File: src/rtl/pwm_bank_pkg.sv
// pwm_bank_pkg -- shared definitions for the PWM bank.
//
// Holds the register map base addresses, the ctrl register bit positions,
// the register-type enum and the address decoder used by pwm_bank.
package pwm_bank_pkg;

  // Register map: duty shadows at 0x00+i, ctrl at 0x40+i, one prescaler at 0x80.
  localparam logic [7:0] ADDR_DUTY_BASE = 8'h00;
  localparam logic [7:0] ADDR_CTRL_BASE = 8'h40;
  localparam logic [7:0] ADDR_PRESC     = 8'h80;

  // Per-channel ctrl register layout.
  localparam int CTRL_W      = 2;
  localparam int CTRL_EN_OUT = 0;
  localparam int CTRL_EN_PWM = 1;

  typedef enum logic [1:0] {
    REG_NONE,
    REG_DUTY,
    REG_CTRL,
    REG_PRESC
  } reg_type_e;

  // Classify an address; addresses of channels that do not exist decode as REG_NONE.
  function automatic reg_type_e decode_reg(input logic [7:0] addr, input int num_ch);
    int a;
    a = int'(addr);
    if (addr == ADDR_PRESC) return REG_PRESC;
    if (a >= int'(ADDR_DUTY_BASE) && a < int'(ADDR_DUTY_BASE) + num_ch) return REG_DUTY;
    if (a >= int'(ADDR_CTRL_BASE) && a < int'(ADDR_CTRL_BASE) + num_ch) return REG_CTRL;
    return REG_NONE;
  endfunction

endpackage

File: src/rtl/pwm_bank_channel.sv
// pwm_bank_channel -- one PWM channel: duty register(s), ctrl register and
// the registered compare output.
//
// Build option: PWM_BANK_SYNC_UPDATE_EN adds an active duty register that is
// loaded from the shadow at each period wrap; without it the compare uses the
// shadow duty directly.
//
// Ports:
//   clk, rst_n  clock, asynchronous active-low reset
//   duty_we     write wr_data into this channel's duty shadow
//   ctrl_we     write wr_data[1:0] into this channel's ctrl register
//   wr_data     write data
//   cnt         shared period counter
//   wrap_tick   tick on which the period counter wraps to 0
//   out         registered PWM output
module pwm_bank_channel
  import pwm_bank_pkg::*;
#(
  parameter int CNT_W = 8
) (
  input  logic             clk,
  input  logic             rst_n,
  input  logic             duty_we,
  input  logic             ctrl_we,
  input  logic [CNT_W-1:0] wr_data,
  input  logic [CNT_W-1:0] cnt,
  input  logic             wrap_tick,
  output logic             out
);

  logic [CNT_W-1:0]  shadow;
  logic [CTRL_W-1:0] ctrl;
  logic [CNT_W-1:0]  duty_cmp;
  logic              out_next;

  always_ff @(posedge clk or negedge rst_n) begin
    if (!rst_n) begin
      shadow <= '0;
      ctrl   <= '0;
    end else begin
      if (duty_we) shadow <= wr_data;
      if (ctrl_we) ctrl   <= wr_data[CTRL_W-1:0];
    end
  end

`ifdef PWM_BANK_SYNC_UPDATE_EN
  logic [CNT_W-1:0] active;

  // A duty write landing on the wrap tick must win over the stale shadow.
  always_ff @(posedge clk or negedge rst_n) begin
    if (!rst_n) begin
      active <= '0;
    end else if (wrap_tick) begin
      active <= duty_we ? wr_data : shadow;
    end
  end

  assign duty_cmp = active;
`else
  logic unused_wrap_tick;
  assign unused_wrap_tick = wrap_tick;
  assign duty_cmp         = shadow;
`endif

  // All-ones duty must stay high through the whole period, including the
  // counter value 2^CNT_W-2 where cnt < duty alone would still hold but the
  // explicit term keeps the intent obvious.
  always_comb begin
    out_next = 1'b0;
    if (!ctrl[CTRL_EN_OUT]) begin
      out_next = 1'b0;
    end else if (!ctrl[CTRL_EN_PWM]) begin
      out_next = 1'b1;
    end else begin
      out_next = (cnt < duty_cmp) || (&duty_cmp);
    end
  end

  always_ff @(posedge clk or negedge rst_n) begin
    if (!rst_n) out <= 1'b0;
    else        out <= out_next;
  end

endmodule

File: src/rtl/pwm_bank.sv
// pwm_bank -- bank of NUM_CH PWM channels sharing a prescaler and a period
// counter that runs 0..2^CNT_W-2 (period of 2^CNT_W-1 ticks).
//
// Build option: PWM_BANK_SYNC_UPDATE_EN (see pwm_bank_channel) selects
// wrap-synchronous duty updates; default is immediate duty updates.
//
// Ports:
//   clk, rst_n    clock, asynchronous active-low reset
//   wr_en         register write strobe
//   wr_addr       register address (0x00+i duty, 0x40+i ctrl, 0x80 prescaler)
//   wr_data       write data, upper bits ignored for narrower registers
//   out           registered PWM outputs, bit i = channel i
//   period_pulse  one-cycle pulse after each period wrap tick
//
// Handshake: there is none; a write is accepted in every cycle wr_en is high.
module pwm_bank
  import pwm_bank_pkg::*;
#(
  parameter int NUM_CH  = 16,
  parameter int CNT_W   = 8,
  parameter int PRESC_W = 8
) (
  input  logic              clk,
  input  logic              rst_n,
  input  logic              wr_en,
  input  logic [7:0]        wr_addr,
  input  logic [CNT_W-1:0]  wr_data,
  output logic [NUM_CH-1:0] out,
  output logic              period_pulse
);

  localparam int WR_W = (PRESC_W > CNT_W) ? PRESC_W : CNT_W;
  // Last counter value before the wrap: 2^CNT_W-2.
  localparam logic [CNT_W-1:0] CNT_LAST = {{(CNT_W-1){1'b1}}, 1'b0};

  reg_type_e        wr_type;
  logic [5:0]       wr_idx;
  logic             presc_we;
  logic [WR_W-1:0]  wr_ext;
  logic [PRESC_W-1:0] presc_reg;
  logic [PRESC_W-1:0] presc_cnt;
  logic             tick;
  logic [CNT_W-1:0] cnt;
  logic             wrap_tick;

  assign wr_type  = decode_reg(wr_addr, NUM_CH);
  assign wr_idx   = wr_addr[5:0];
  assign presc_we = wr_en && (wr_type == REG_PRESC);
  assign wr_ext   = WR_W'(wr_data);

  logic unused_wr_ext;
  assign unused_wr_ext = ^wr_ext;

  always_ff @(posedge clk or negedge rst_n) begin
    if (!rst_n)        presc_reg <= '0;
    else if (presc_we) presc_reg <= wr_ext[PRESC_W-1:0];
  end

  assign tick = (presc_cnt == presc_reg);

  // A prescaler write restarts the tick spacing from zero.
  always_ff @(posedge clk or negedge rst_n) begin
    if (!rst_n)        presc_cnt <= '0;
    else if (presc_we) presc_cnt <= '0;
    else if (tick)     presc_cnt <= '0;
    else               presc_cnt <= presc_cnt + 1'b1;
  end

  assign wrap_tick = tick && (cnt == CNT_LAST);

  always_ff @(posedge clk or negedge rst_n) begin
    if (!rst_n) begin
      cnt          <= '0;
      period_pulse <= 1'b0;
    end else begin
      period_pulse <= wrap_tick;
      if (wrap_tick) cnt <= '0;
      else if (tick) cnt <= cnt + 1'b1;
    end
  end

  for (genvar i = 0; i < NUM_CH; i++) begin : g_ch
    logic duty_we;
    logic ctrl_we;
    assign duty_we = wr_en && (wr_type == REG_DUTY) && (wr_idx == 6'(i));
    assign ctrl_we = wr_en && (wr_type == REG_CTRL) && (wr_idx == 6'(i));

    pwm_bank_channel #(
      .CNT_W (CNT_W)
    ) u_ch (
      .clk       (clk),
      .rst_n     (rst_n),
      .duty_we   (duty_we),
      .ctrl_we   (ctrl_we),
      .wr_data   (wr_data),
      .cnt       (cnt),
      .wrap_tick (wrap_tick),
      .out       (out[i])
    );
  end

endmodule

File: config.mk
export PLATFORM = sky130hd
export DESIGN_NAME = pwm_bank
export DESIGN_NICKNAME = d
export VERILOG_FILES = /design/src/rtl/pwm_bank_pkg.sv /design/src/rtl/pwm_bank_channel.sv /design/src/rtl/pwm_bank.sv
export SDC_FILE = /design/constraint.sdc
export NUM_CORES = 1
export LEC_CHECK = 0
export ABC_AREA = 1
export CAP_MARGIN = 5
export CORE_MARGIN = 3
export CORE_UTILIZATION = 40
export DETAILED_ROUTE_END_ITERATION = 10
export PLACE_DENSITY = 0.62
export SYNTH_ARGS = -nofsm -noshare
export SYNTH_HDL_FRONTEND = slang
export SYNTH_SLANG_ARGS = --single-unit
File: constraint.sdc
create_clock -name clk -period 4.5 [get_ports clk]
set_input_delay 1.125 -clock clk [delete_from_list [all_inputs] [get_ports clk]]
set_output_delay 1.125 -clock clk [all_outputs]
set_load 0.005 [all_outputs]
==> run metrics, run 1 <==
setup_tns=0 ns; clock power share=0.475; cell family contributing the most delay on the critical path=buffers and inverters; CTS H-Tree Depth=1; initial antenna violation count=1; total CTS buffers=24; xor/xnor share of the synthesized area=0.0131; CTS tree=yes; number of synthesis warnings=0; Hold Path Class=flop to flop; Reg clk slew, reported paths=0.06 ns; status=finished, final reports clean; Finish-stage setup viols=0; number of synthesized flops with an enable pin=0; DRC viols=0; setup bufs post-CTS=0; FMAX=368 MHz; fillers=2712; largest net degree at the start of global routing=108; share of flip-flops with an asynchronous set or reset=1.00; GR Util All Layers=0.191; area grow syn2layout=13.3%; layout cells sized above 1=0.0504; Syn Area/Cell=8.17 sq um; largest cells by area after synthesis=dfrtp_1, nand2_1, ha_1, o21ai_0, inv_1; Leak=0.00638 uW; max reg flops=128; DRT iter0 DRCs=578; final WL=28500 microns; pre-CTS setup slack=1.27 ns; CP startpoint kind=input pin; Yosys top cell by area=dfrtp_1; complex-gate fraction of the synthesized area=0.109; vias in the first global route=8737; Worst VDD drop=0.203 mV; ys flop type=dfrtp_1; vias=8927; main combinational cell family by area after synthesis=simple AND/OR/NAND/NOR gates; WS Path Type=input pin to flop; final setup skew=0.0108 ns; Hold Fails Final Rpt=0; WP data arrival=3.08 ns; Critical path buffers and inverters=3; final period utilization=0.604; Final HPWL DP=18100 microns; Switching Share=0.247; FP Rows=61; cell area power density=361 mW/mm^2; Final WS setup=1.78 ns; CP Cell Sequence=clkdlybuf4s50_1 -> nor2_4 -> inv_2 -> nor4_4 -> buf_4 -> nand2_1 -> nand2_1 -> o21ai_0; worst skew pair latency=0.51 ns; Sink Count=201; Die Ht=174 microns; vias per cell=4.94; CTS Root Buffer Type=clkbuf_16; synth unique cells=28; top post-synthesis cells by count=nand2_1, inv_1, dfrtp_1, o21ai_0, ha_1; overall die width=174 microns; Max FO, Critical Path=16; P_int=3490 uW; cell repeated most along the worst path=nand2_1; grt ovf=0; final critical-path required period=2.72 ns; Post-Synth Adder-Cell Area=0.127; CP max stage delay=0.44 ns; worst-margin pin slew=0.976 ns; routability cong.=0.780; mux contribution to synthesized area=0; Final #Nets=1546; Clock Tree Buf Depth=3; Post-Synthesis Cells=1387; Req. time, crit path=4.87 ns; total nets after synthesis=1521; final antenna-violating net count=0; Slew Viols, Final=0; simple-gate share of the synthesized area=0.209; MaxCap Viol Count=0; Comb pwr share=0.103; Post-CTS Resized=0; CP endpoint kind=flop; Net Switching=1140 uW; Initial Util=0.407; first-pass GRT wire length=46600 microns; diode count=0; area share of the largest cell type after synthesis=0.444; mapped cell area=0.0113 sq mm; sequential power share=0.422; Detailed Routing Iterations Pass 1=5; relative slew slack=0.349; post-synthesis sequential area ratio=0.444; slowest stage cell, crit path=clkdlybuf4s50_1; Die ar.=0.0304 sq mm; register bit total from synthesis=201; Boundary Pins=36; cts hold-fix bufs=0; top-count cell post-synth=nand2_1; WL/cell=15.8 microns; Buffers on Ports=35; unrepaired setup endpoints after global routing=false; core area=0.0279 sq mm
==> through the flow <==
stage                     power (uW)  std cells   util  cell area [sq um]  hold WS (ns)
final                           4630       1807  0.461              12800         0.480
after global routing            4840       1807  0.461              12800         0.513
after CTS                       4680       1807  0.461              12800         0.483
after detailed placement        2470       1764  0.429              11900         0.467
after global placement          2450       1764  0.429              11900         0.464
after floorplan                 2280       1387      -              11300         0.453
==> kinds of logic after synthesis <==
group,Yosys count
AO/OA/AOI/OAI,237
XOR/XNOR,17
adder cells (fa/ha/maj),115
buffers and inverters,256
flip-flops,201
AND/OR/NAND/NOR,561
==> area by class of cell <==
type / instances / area (sq um) / area share
flip-flops and latches: 201 / 5030 / 0.392
well taps: 378 / 473 / 0.0368
inverters: 205 / 769 / 0.0599
repair buffers: 50 / 479 / 0.0373
clock inverters: 10 / 203 / 0.0158
clock buffers: 33 / 706 / 0.0549
multi-input cells: 930 / 5190 / 0.404
==> cell usage in the layout (no fill, tap or decap), types with 2 or more instances in the layout <==
master,count
buf_4,14
o21ai_0,169
clkbuf_8,6
nor3_1,16
nand2_1,407
clkinv_2,3
xnor2_1,8
clkbuf_1,3
clkbuf_16,25
nand4_1,35
a21oi_1,49
nand3_1,21
ha_1,115
nand2_4,10
bufinv_16,6
nor2_1,66
o21a_1,17
nor4_4,2
dfrtp_1,201
inv_1,203
clkdlybuf4s50_1,34
xor2_1,9
==> path summary, 6_finish.rpt <==
path,from,to,slack (ns),cells past startpoint
setup / recovery,wr_addr[5],g_ch[8].u_ch.duty_cmp[0]$_DFFE_PN0P_,1.78,8
hold / removal,cnt[1]$_DFFE_PN0P_,cnt[1]$_DFFE_PN0P_,0.48,2
setup reg to reg,cnt[7]$_DFFE_PN0P_,g_ch[0].u_ch.out$_DFF_PN0_,2.40,7
hold reg to reg,cnt[1]$_DFFE_PN0P_,cnt[1]$_DFFE_PN0P_,0.48,2
max in group asynchronous,rst_n,presc_cnt[6]$_DFF_PN0_,2.82,2
min in group asynchronous,rst_n,g_ch[11].u_ch.duty_cmp[6]$_DFFE_PN0P_,0.73,1
==> worst register-to-register path: stages, from the launching register on <==
cell     delay [ns]
dfrtp_1        0.67
buf_4          0.37
ha_1           0.31
nand2_1        0.09
nor2_1         0.05
nor3_1         0.14
nand2_1        0.07
a21oi_1        0.28
==> routing by layer <==
layer | GRT usage | part of all wire | up-vias
met4 | 0.0392 | 0.015 | 0
met3 | 0.0251 | 0.059 | 33
met5 | 0 | 0 | -
li1 | - | - | 4470
met1 | 0.270 | 0.47 | 4224
met2 | 0.317 | 0.46 | 200
==> power by group through the flow <==
stage	combinational, uW	clock (uW)	sequential, uW
after floorplan	325	0	1960
after global placement	469	0	1980
after detailed placement	481	0	1980
after CTS	485	2240	1950
after global routing	553	2320	1960
final	479	2200	1950
Power figures use the tool's default switching activity.
==> inputs of run 2 (changes only) <==
--- a/config.mk
+++ b/config.mk
@@ -10,7 +10,7 @@
 export CORE_MARGIN = 3
 export CORE_UTILIZATION = 40
 export DETAILED_ROUTE_END_ITERATION = 10
-export PLACE_DENSITY = 0.62
+export PLACE_DENSITY = 0.64
 export SYNTH_ARGS = -nofsm -noshare
 export SYNTH_HDL_FRONTEND = slang
 export SYNTH_SLANG_ARGS = --single-unit
==> constraint.sdc (replaced) <==
create_clock -name clk -period 2.2 [get_ports clk]
set_input_delay 0.55 -clock clk [delete_from_list [all_inputs] [get_ports clk]]
set_output_delay 0.55 -clock clk [all_outputs]
set_load 0.005 [all_outputs]
==> run 2 against run 1 <==
  * First-iteration DRC count is 11% lower
  * Register-to-register slack worse by 2.1 ns
  * Clock skew is 0.0012 ns lower
  * Largest cell class unchanged
  * Setup slack worse by 1.5 ns
  * Count of clock-buffer cells in the layout is 3 higher
  * Flip-flop and latch count stayed put
  * Die area stayed put
==> run metrics, run 2 (same netlist as run 1, synthesis figures left out) <==
status=finished, final reports clean; WP data arrival=1.33 ns (-1.75 ns); vias in the first global route=8820 (+0.95%); Max FO, Critical Path=1 (-15); CP startpoint kind=flop; register-to-register setup slack=0.32 ns (-2.08 ns); Detailed Routing Iterations Pass 1=5 (unchanged); MaxCap Viol Count=0 (unchanged); relative slew slack=0.608 (+0.259); WL/cell=15.0 microns (-5.0%); cell family contributing the most delay on the critical path=buffers and inverters; commonest non-fill, non-tap cell in the layout=nand2_1; routability cong.=0.841 (+7.7%); vias per cell=4.86 (-1.7%); Boundary Pins=36 (unchanged); grt ovf=0 (unchanged); Hold Fails Final Rpt=0 (unchanged); final WL=27800 microns (-2.6%); CTS Root Buffer Type=clkbuf_16; Final #Nets=1593 (+3.0%); core area=0.0279 sq mm (unchanged); area grow syn2layout=16.0%; CP max stage delay=0.51 ns (+0.07 ns); CP Cell Sequence=clkdlybuf4s50_1; first-pass GRT wire length=45800 microns (-1.7%); FMAX=531 MHz; initial antenna violation count=0 (-1); CP endpoint kind=output port; Hold Path Class=input pin to asynchronous set/reset pin; Final HPWL DP=18200 microns (+0.43%); cell area power density=666 mW/mm^2 (+85%); Post-CTS Resized=0 (unchanged); max reg flops=128 (unchanged); CTS tree=yes; CTS H-Tree Depth=1 (unchanged); final antenna-violating net count=0 (unchanged); final critical-path required period=1.88 ns; Sink Count=201 (unchanged); DRT iter0 DRCs=517 (-11%); layout cells sized above 1=0.0766 (+0.0262); WS Path Type=flop to output port; cts hold-fix bufs=0 (unchanged); total CTS buffers=23 (-4.2%); Reg clk slew, reported paths=0.06 ns (about the same); final period utilization=0.856; Die ar.=0.0304 sq mm (unchanged); largest net degree at the start of global routing=65 (-40%); Slew Viols, Final=0 (unchanged); worst skew pair latency=0.51 ns (about the same); overall power=8760 uW (+89%); final core utilization=0.472 (+0.0110); worst-margin pin slew=0.586 ns (-0.390 ns); final setup skew=0.00961 ns (-0.00123 ns); fillers=2701 (-0.41%); GR Util All Layers=0.187 (-0.00469); Worst VDD drop=0.471 mV (+130%); Clock Tree Buf Depth=3 (unchanged); Initial Util=0.407 (unchanged); FP Rows=61 (unchanged); Die Ht=174 microns (unchanged); overall die width=174 microns (unchanged); most frequent cells in the layout=nand2_1, inv_1, dfrtp_1; setup bufs post-CTS=0 (unchanged); Buffers on Ports=35 (unchanged); Finish-stage setup viols=0 (unchanged); Req. time, crit path=1.65 ns (-3.22 ns); DRC viols=0 (unchanged); Leak=0.00657 uW (+3.0%); slowest stage cell, crit path=clkdlybuf4s50_1; Critical path buffers and inverters=1 (-2); unrepaired setup endpoints after global routing=false; vias=8999 (+0.81%); diode count=0 (unchanged); setup_tns=0 ns (unchanged)
==> run 2: layer usage <==
layer / share of wire / GRT usage
met3: 0.039 / 0.0240
met2: 0.45 / 0.302
met5: 0 / 0
met1: 0.49 / 0.265
met4: 0.022 / 0.0486
==> run 2: stage by stage <==
stage | area (sq um) | std cells | hold WS [ns] | setup WS [ns]
after floorplan | 11300 | 1387 | 0.254 | 0.469
after global placement | 12400 | 1812 | 0.468 | -0.159
after detailed placement | 12400 | 1812 | 0.475 | -0.112
after CTS | 13200 | 1853 | 0.0580 | 0.288
after global routing | 13200 | 1853 | 0.0827 | 0.104
final | 13200 | 1853 | 0.0280 | 0.316
==> run 2: power by group <==
| part | switching [uW] | internal (uW) |
|---|---|---|
| registers | 148 | 3840 |
| logic | 630 | 411 |
| clock network | 1520 | 2220 |
==> run 2: final timing paths <==
path,start,end,depth (start not counted)
min in group clk,g_ch[14].u_ch.ctrl[0]$_DFFE_PN0P_,g_ch[14].u_ch.ctrl[0]$_DFFE_PN0P_,2
max,g_ch[5].u_ch.out$_DFF_PN0_,out[5],1
min,rst_n,g_ch[7].u_ch.duty_cmp[6]$_DFFE_PN0P_,1
min reg2reg,g_ch[14].u_ch.ctrl[0]$_DFFE_PN0P_,g_ch[14].u_ch.ctrl[0]$_DFFE_PN0P_,2
max in group asynchronous,rst_n,g_ch[5].u_ch.ctrl[0]$_DFFE_PN0P_,2
max reg2reg,cnt[4]$_DFFE_PN0P_,cnt[2]$_DFFE_PN0P_,6
==> run 2: layout make-up <==
type | count | area, sq um | share of cell area
Multi-Input combinational cell | 930 | 5190 | 0.394
Sequential cell | 201 | 5030 | 0.382
Timing Repair Buffer | 98 | 965 | 0.0733
Inverter | 205 | 769 | 0.0585
Clock buffer | 36 | 674 | 0.0513
Tap cell | 378 | 473 | 0.0360
Clock inverter | 5 | 56.3 | 0.00428
